File: src/rtl/mult_seq_ctrl.sv
// Shared-multiplier controller: round-robin arbitration between two requesters
// feeding an iterative radix-2 shift-add multiplier with signed/unsigned operands.
module mult_seq_ctrl #(
    parameter int WIDTH = 32
) (
    input  logic             clk,
    input  logic             rst,
    input  logic             req0_valid,
    input  logic [WIDTH-1:0] req0_a,
    input  logic [WIDTH-1:0] req0_b,
    input  logic             req0_signed,
    output logic             req0_ready,
    input  logic             req1_valid,
    input  logic [WIDTH-1:0] req1_a,
    input  logic [WIDTH-1:0] req1_b,
    input  logic             req1_signed,
    output logic             req1_ready,
    output logic             busy,
    output logic             res_valid,
    output logic             res_id,
    output logic [WIDTH-1:0] res_hi,
    output logic [WIDTH-1:0] res_lo,
    output logic             mult_en
);

    localparam int CW = (WIDTH > 1) ? $clog2(WIDTH) : 1;

    typedef enum logic [1:0] {
        IDLE,
        CALC,
        DONE
    } state_e;

    state_e             state_q, state_d;
    logic               last_q, last_d;
    logic [WIDTH-1:0]   a_q, a_d;
    logic [2*WIDTH-1:0] acc_q, acc_d;
    logic [CW-1:0]      cnt_q, cnt_d;
    logic               neg_q, neg_d;
    logic               id_q, id_d;
    logic               res_valid_q, res_valid_d;
    logic               res_id_q, res_id_d;
    logic [WIDTH-1:0]   res_hi_q, res_hi_d;
    logic [WIDTH-1:0]   res_lo_q, res_lo_d;

    logic               grant0, grant1;
    logic [WIDTH-1:0]   sel_a, sel_b;
    logic               sel_signed;
    logic [WIDTH:0]     sum;
    logic [2*WIDTH-1:0] prod;

    // Requester 0 wins unless requester 1 is alone or requester 0 was granted last.
    assign grant0 = req0_valid && (!req1_valid || last_q);
    assign grant1 = req1_valid && !grant0;

    // NOTE: every signal written here gets a default first so no path infers a latch.
    always_comb begin
        state_d     = state_q;
        last_d      = last_q;
        a_d         = a_q;
        acc_d       = acc_q;
        cnt_d       = cnt_q;
        neg_d       = neg_q;
        id_d        = id_q;
        res_valid_d = 1'b0;
        res_id_d    = res_id_q;
        res_hi_d    = res_hi_q;
        res_lo_d    = res_lo_q;
        req0_ready  = 1'b0;
        req1_ready  = 1'b0;
        sel_a       = grant1 ? req1_a : req0_a;
        sel_b       = grant1 ? req1_b : req0_b;
        sel_signed  = grant1 ? req1_signed : req0_signed;
        sum         = '0;
        prod        = '0;

        unique case (state_q)
            IDLE: begin
                // Ready is gated by reset so nothing is offered while reset is held.
                req0_ready = rst && grant0;
                req1_ready = rst && grant1;
                if (grant0 || grant1) begin
                    a_d     = (sel_signed && sel_a[WIDTH-1]) ? -sel_a : sel_a;
                    acc_d   = {{WIDTH{1'b0}},
                               (sel_signed && sel_b[WIDTH-1]) ? -sel_b : sel_b};
                    neg_d   = sel_signed && (sel_a[WIDTH-1] ^ sel_b[WIDTH-1]);
                    id_d    = grant1;
                    last_d  = grant1;
                    cnt_d   = '0;
                    state_d = CALC;
                end
            end
            CALC: begin
                sum   = {1'b0, acc_q[2*WIDTH-1:WIDTH]} + (acc_q[0] ? {1'b0, a_q} : '0);
                acc_d = {sum, acc_q[WIDTH-1:1]};
                cnt_d = cnt_q + CW'(1);
                if (cnt_q == CW'(WIDTH - 1)) begin
                    state_d = DONE;
                end
            end
            DONE: begin
                prod        = neg_q ? -acc_q : acc_q;
                res_hi_d    = prod[2*WIDTH-1:WIDTH];
                res_lo_d    = prod[WIDTH-1:0];
                res_id_d    = id_q;
                res_valid_d = 1'b1;
                state_d     = IDLE;
            end
            default: state_d = IDLE;
        endcase
    end

    // NOTE: state registers use non-blocking assignments so all flops update together.
    always_ff @(posedge clk or negedge rst) begin
        if (!rst) begin
            state_q     <= IDLE;
            last_q      <= 1'b1;
            a_q         <= '0;
            acc_q       <= '0;
            cnt_q       <= '0;
            neg_q       <= 1'b0;
            id_q        <= 1'b0;
            res_valid_q <= 1'b0;
            res_id_q    <= 1'b0;
            res_hi_q    <= '0;
            res_lo_q    <= '0;
        end else begin
            state_q     <= state_d;
            last_q      <= last_d;
            a_q         <= a_d;
            acc_q       <= acc_d;
            cnt_q       <= cnt_d;
            neg_q       <= neg_d;
            id_q        <= id_d;
            res_valid_q <= res_valid_d;
            res_id_q    <= res_id_d;
            res_hi_q    <= res_hi_d;
            res_lo_q    <= res_lo_d;
        end
    end

    assign busy      = (state_q != IDLE);
    assign res_valid = res_valid_q;
    assign mult_en   = res_valid_q;
    assign res_id    = res_id_q;
    assign res_hi    = res_hi_q;
    assign res_lo    = res_lo_q;

endmodule

File: config.mk
export PLATFORM = sky130hd
export DESIGN_NAME = mult_seq_ctrl
export DESIGN_NICKNAME = d
export VERILOG_FILES = /design/src/rtl/mult_seq_ctrl.sv
export SDC_FILE = /design/constraint.sdc
export NUM_CORES = 1
export LEC_CHECK = 0
export CAP_MARGIN = 15
export CORE_ASPECT_RATIO = 1.75
export CORE_MARGIN = 5
export CORE_UTILIZATION = 50
export DETAILED_ROUTE_END_ITERATION = 6
export PLACE_DENSITY_LB_ADDON = 0.08
export SKIP_CTS_REPAIR_TIMING = 1
export SLEW_MARGIN = 20
export SYNTH_ARGS = -nofsm -noshare
export SYNTH_HDL_FRONTEND = slang
export SYNTH_SLANG_ARGS = --single-unit
File: constraint.sdc
create_clock -name clk -period 3.6 [get_ports clk]
set_input_delay 0.9 -clock clk [delete_from_list [all_inputs] [get_ports clk]]
set_output_delay 0.9 -clock clk [all_outputs]
set_load 0.05 [all_outputs]
==> impl_metrics.toml <==
[outcome]
status = "finished, final reports clean"

[yosys]
ys.flop_type = "dfrtp_1"
async_flop_share_pct = 100
synth_cells = 1466
seq_area_frac_synth_pct = 35.0
ys_types = 79
ys_ff_latch = 172
syn_nets = 1638
synth_enable_flop_cells = 0
ys_warn_count = 0
syn_avg_cell_area_um2 = 8.40
synth_area_um2 = 12300

[cts]
cts.sinks = 172
clk_pin_slew_ps = 70
cts_root_buffer = "clkbuf_16"
htreeDepth = 4
cts_buffers = 17
cts_tree = "yes"
clk_path_buf_depth = 2
clk_latency_ps = 450

[flow_run]
maxCapViolations = 0

[critical_path]
cp_slowest_cell = "dfrtp_1"
reg2reg_slack_ps = 410
slowest_delay_ps = 420
r2r-start = "acc_q[0]$_DFFE_PN0P_"
crit_fanout = 35
crit_required_ps = 3900
crit_start = "acc_q[0]$_DFFE_PN0P_"
timing.rr.end = "acc_q[49]$_DFFE_PN0P_"
cp.arrival_ps = 3500
critPathCaptureType = "register"
path_common_cell = "buf_4"
r2r_cells = 14
path_cells = "buf_12 > and2_1 > ha_1 > a21oi_1 > nor2b_1 > a211oi_1 > buf_4 > o21ai_0 > buf_4 > nor2_1 > buf_4 > a311oi_1 > xor2_1 > o21ai_0"
start_kind = "register"
crit_type = "reg -> reg"

[cells_and_area]
nets = 1837
design_area_um2 = 15600
area_delta_synth_final_pct = 26.9
fin_util_pct = 64.0
num_antenna_cells = 0
nFillCells = 2140
seq_area_um2 = 4310
drive_gt1_share_pct = 8.10
multi_input_area_um2 = 7620

[hold_path]
hold_class = "in -> async"

[sta]
worstMarginPinSlew_ps = 871
rsz0062_at_grt = "false"
fin_skew_ps = 9.32
setup_viol = 0
slew_viol_final = 0
max_freq_mhz = 313
post-route-period-util_pct = 88.6
finalHoldViolCount = 0
relSlewSlack_pct = 41.9
setup_tns_ps = 0
fin_crit_ps = 3190

[grt]
grt_start_max_net_pins = 118
grt_pass1_wl_um = 63800
met2_usage_pct = 53.4
grtUsageMet1_pct = 32.0
grtUsageTotal_pct = 29.3
grt_overflow = 0
grt_busiest_layer = "met2"
use_met3_pct = 4.61
grt_antenna_before_repair = 0
grt_pass1_vias = 11830

[floorplanning]
die_area_um2 = 28000
num_rows = 76
io_pins = 204
die_h_um = 218
die_x_um = 129
core_area_um2 = 24400
initial_core_util_pct = 50.4

[drt]
drc_errors = 0
drt_first_pass_iters = 6
wl_per_cell_um = 20.6
final_antenna_net_count = 0
vias = 11740
routed_wl_um = 40900
avgViaCountPerCell = 5.90
drt_iter0_drc = 674

[pwr]
powerDensity_nw_per_um2 = 778
power.total_mw = 12.2
power_leakage_nw = 6.83
worst_ir_drop_vdd_v = 0.000581

[placed_design]
portBuffers = 203
post_dp_cell_area_um2 = 15000
place.gp.congestion = 0.968
dp_hpwl_um = 32500
-- cell type report --
| class | instances | share of cell area, % |
|---|---|---|
| inverters | 19 | 0.456 |
| repair buffers | 268 | 16.9 |
| clock inverters | 12 | 0.992 |
| well taps | 312 | 2.50 |
| flip-flops and latches | 172 | 27.6 |
| clock buffers | 20 | 2.86 |
| multi-input cells | 1187 | 48.7 |
-- worst max path at each step --
stage / to / slack, ps
3_5_place_dp: a_q[22]$_DFFE_PN0P_ / 30
3_3_place_gp: a_q[27]$_DFFE_PN0P_ / 110
2_1_floorplan: req1_ready / 170
6_report: acc_q[49]$_DFFE_PN0P_ / 410
4_1_cts: acc_q[49]$_DFFE_PN0P_ / 390
5_1_grt: acc_q[49]$_DFFE_PN0P_ / 150
-- registers in the layout (all words and copies together) (netlist names), 2 cells and up --
name,flops
a_q,32
acc_q,64
cnt_q,5
res_hi,32
res_lo,32
state_q,2
-- cells in the final DEF (no fill, tap or decap), types with 8 or more instances in the layout --
master	netlist	final
a21o_1	18	18
nand3_1	35	35
mux2i_1	63	63
o41ai_1	8	8
nor2_1	79	77
nor3_1	40	40
o21ai_0	194	194
clkbuf_16	0	17
ha_1	37	37
and2_1	36	36
a21oi_1	60	60
a31oi_1	23	23
clkdlybuf4s50_1	0	200
xor2_1	107	107
buf_4	1	57
a22oi_1	29	29
nand2b_1	13	12
o21ai_1	28	27
nand4_1	10	10
or4_1	11	11
o31ai_1	25	25
buf_12	0	10
nand2_1	188	188
dfrtp_1	171	170
inv_1	19	19
xnor2_1	36	36
and3_1	14	14
or3_1	21	21
nor4_1	18	18
-- logic make-up (layout without fill, tap and decap cells) --
logic type / after synthesis / after routing / synth area share, %
XOR/XNOR: 143 / 143 / 10.2
AO/OA/AOI/OAI: 439 / 439 / 21.7
flip-flops: 172 / 172 / 35.0
buffers and inverters: 107 / 319 / 3.53
multiplexers: 66 / 66 / 5.41
AND/OR/NAND/NOR: 501 / 501 / 20.3
adder cells (fa/ha/maj): 38 / 38 / 3.92
-- metal layers --
metal / vias up / wire length, um
li1: 5681 / -
met1: 5595 / 15100
met4: 0 / 2310
met5: - / 0
met3: 92 / 1790
met2: 372 / 21800
-- synth_stat cells (all sizes together), types with 24 or more instances --
library cell	n	area [um2]
clkbuf	67	251
xor2	107	937
o31ai	29	246
or3	24	165
ha	37	463
a21oi	60	300
xnor2	36	315
nand3	36	185
and2	36	225
a22oi	29	218
dfrtp	171	4280
nand2	189	712
mux2i	64	644
nor2	79	297
o21ai	222	1110
nor3	41	216
-- power by group --
part / total (mW) / internal [mW] / switching, mW / leakage, nW
combinational: 6.64 / 2.76 / 3.89 / 4.44
clock: 1.91 / 1.06 / 0.845 / 0.287
sequential: 3.61 / 2.65 / 0.961 / 2.09
total: 12.2 / 6.47 / 5.69 / 6.83
-- per-stage QoR --
stage	hold WS (ps)	worst slack, ps	cells
6_report	269	409	1990
5_1_grt	255	149	1990
4_1_cts	255	394	1990
3_5_place_dp	466	26.7	1958
3_3_place_gp	456	113	1958
2_1_floorplan	438	175	1466
-- worst max-delay path: cells and delay by family (launching register included) --
kind,cells,cell delay [ps]
AO/OA/AOI/OAI,5,1050
XOR/XNOR,1,170
adder cells (fa/ha/maj),1,330
buffers and inverters,4,660
flip-flops,1,420
AND/OR/NAND/NOR,3,420
Power figures use the tool's default switching activity.
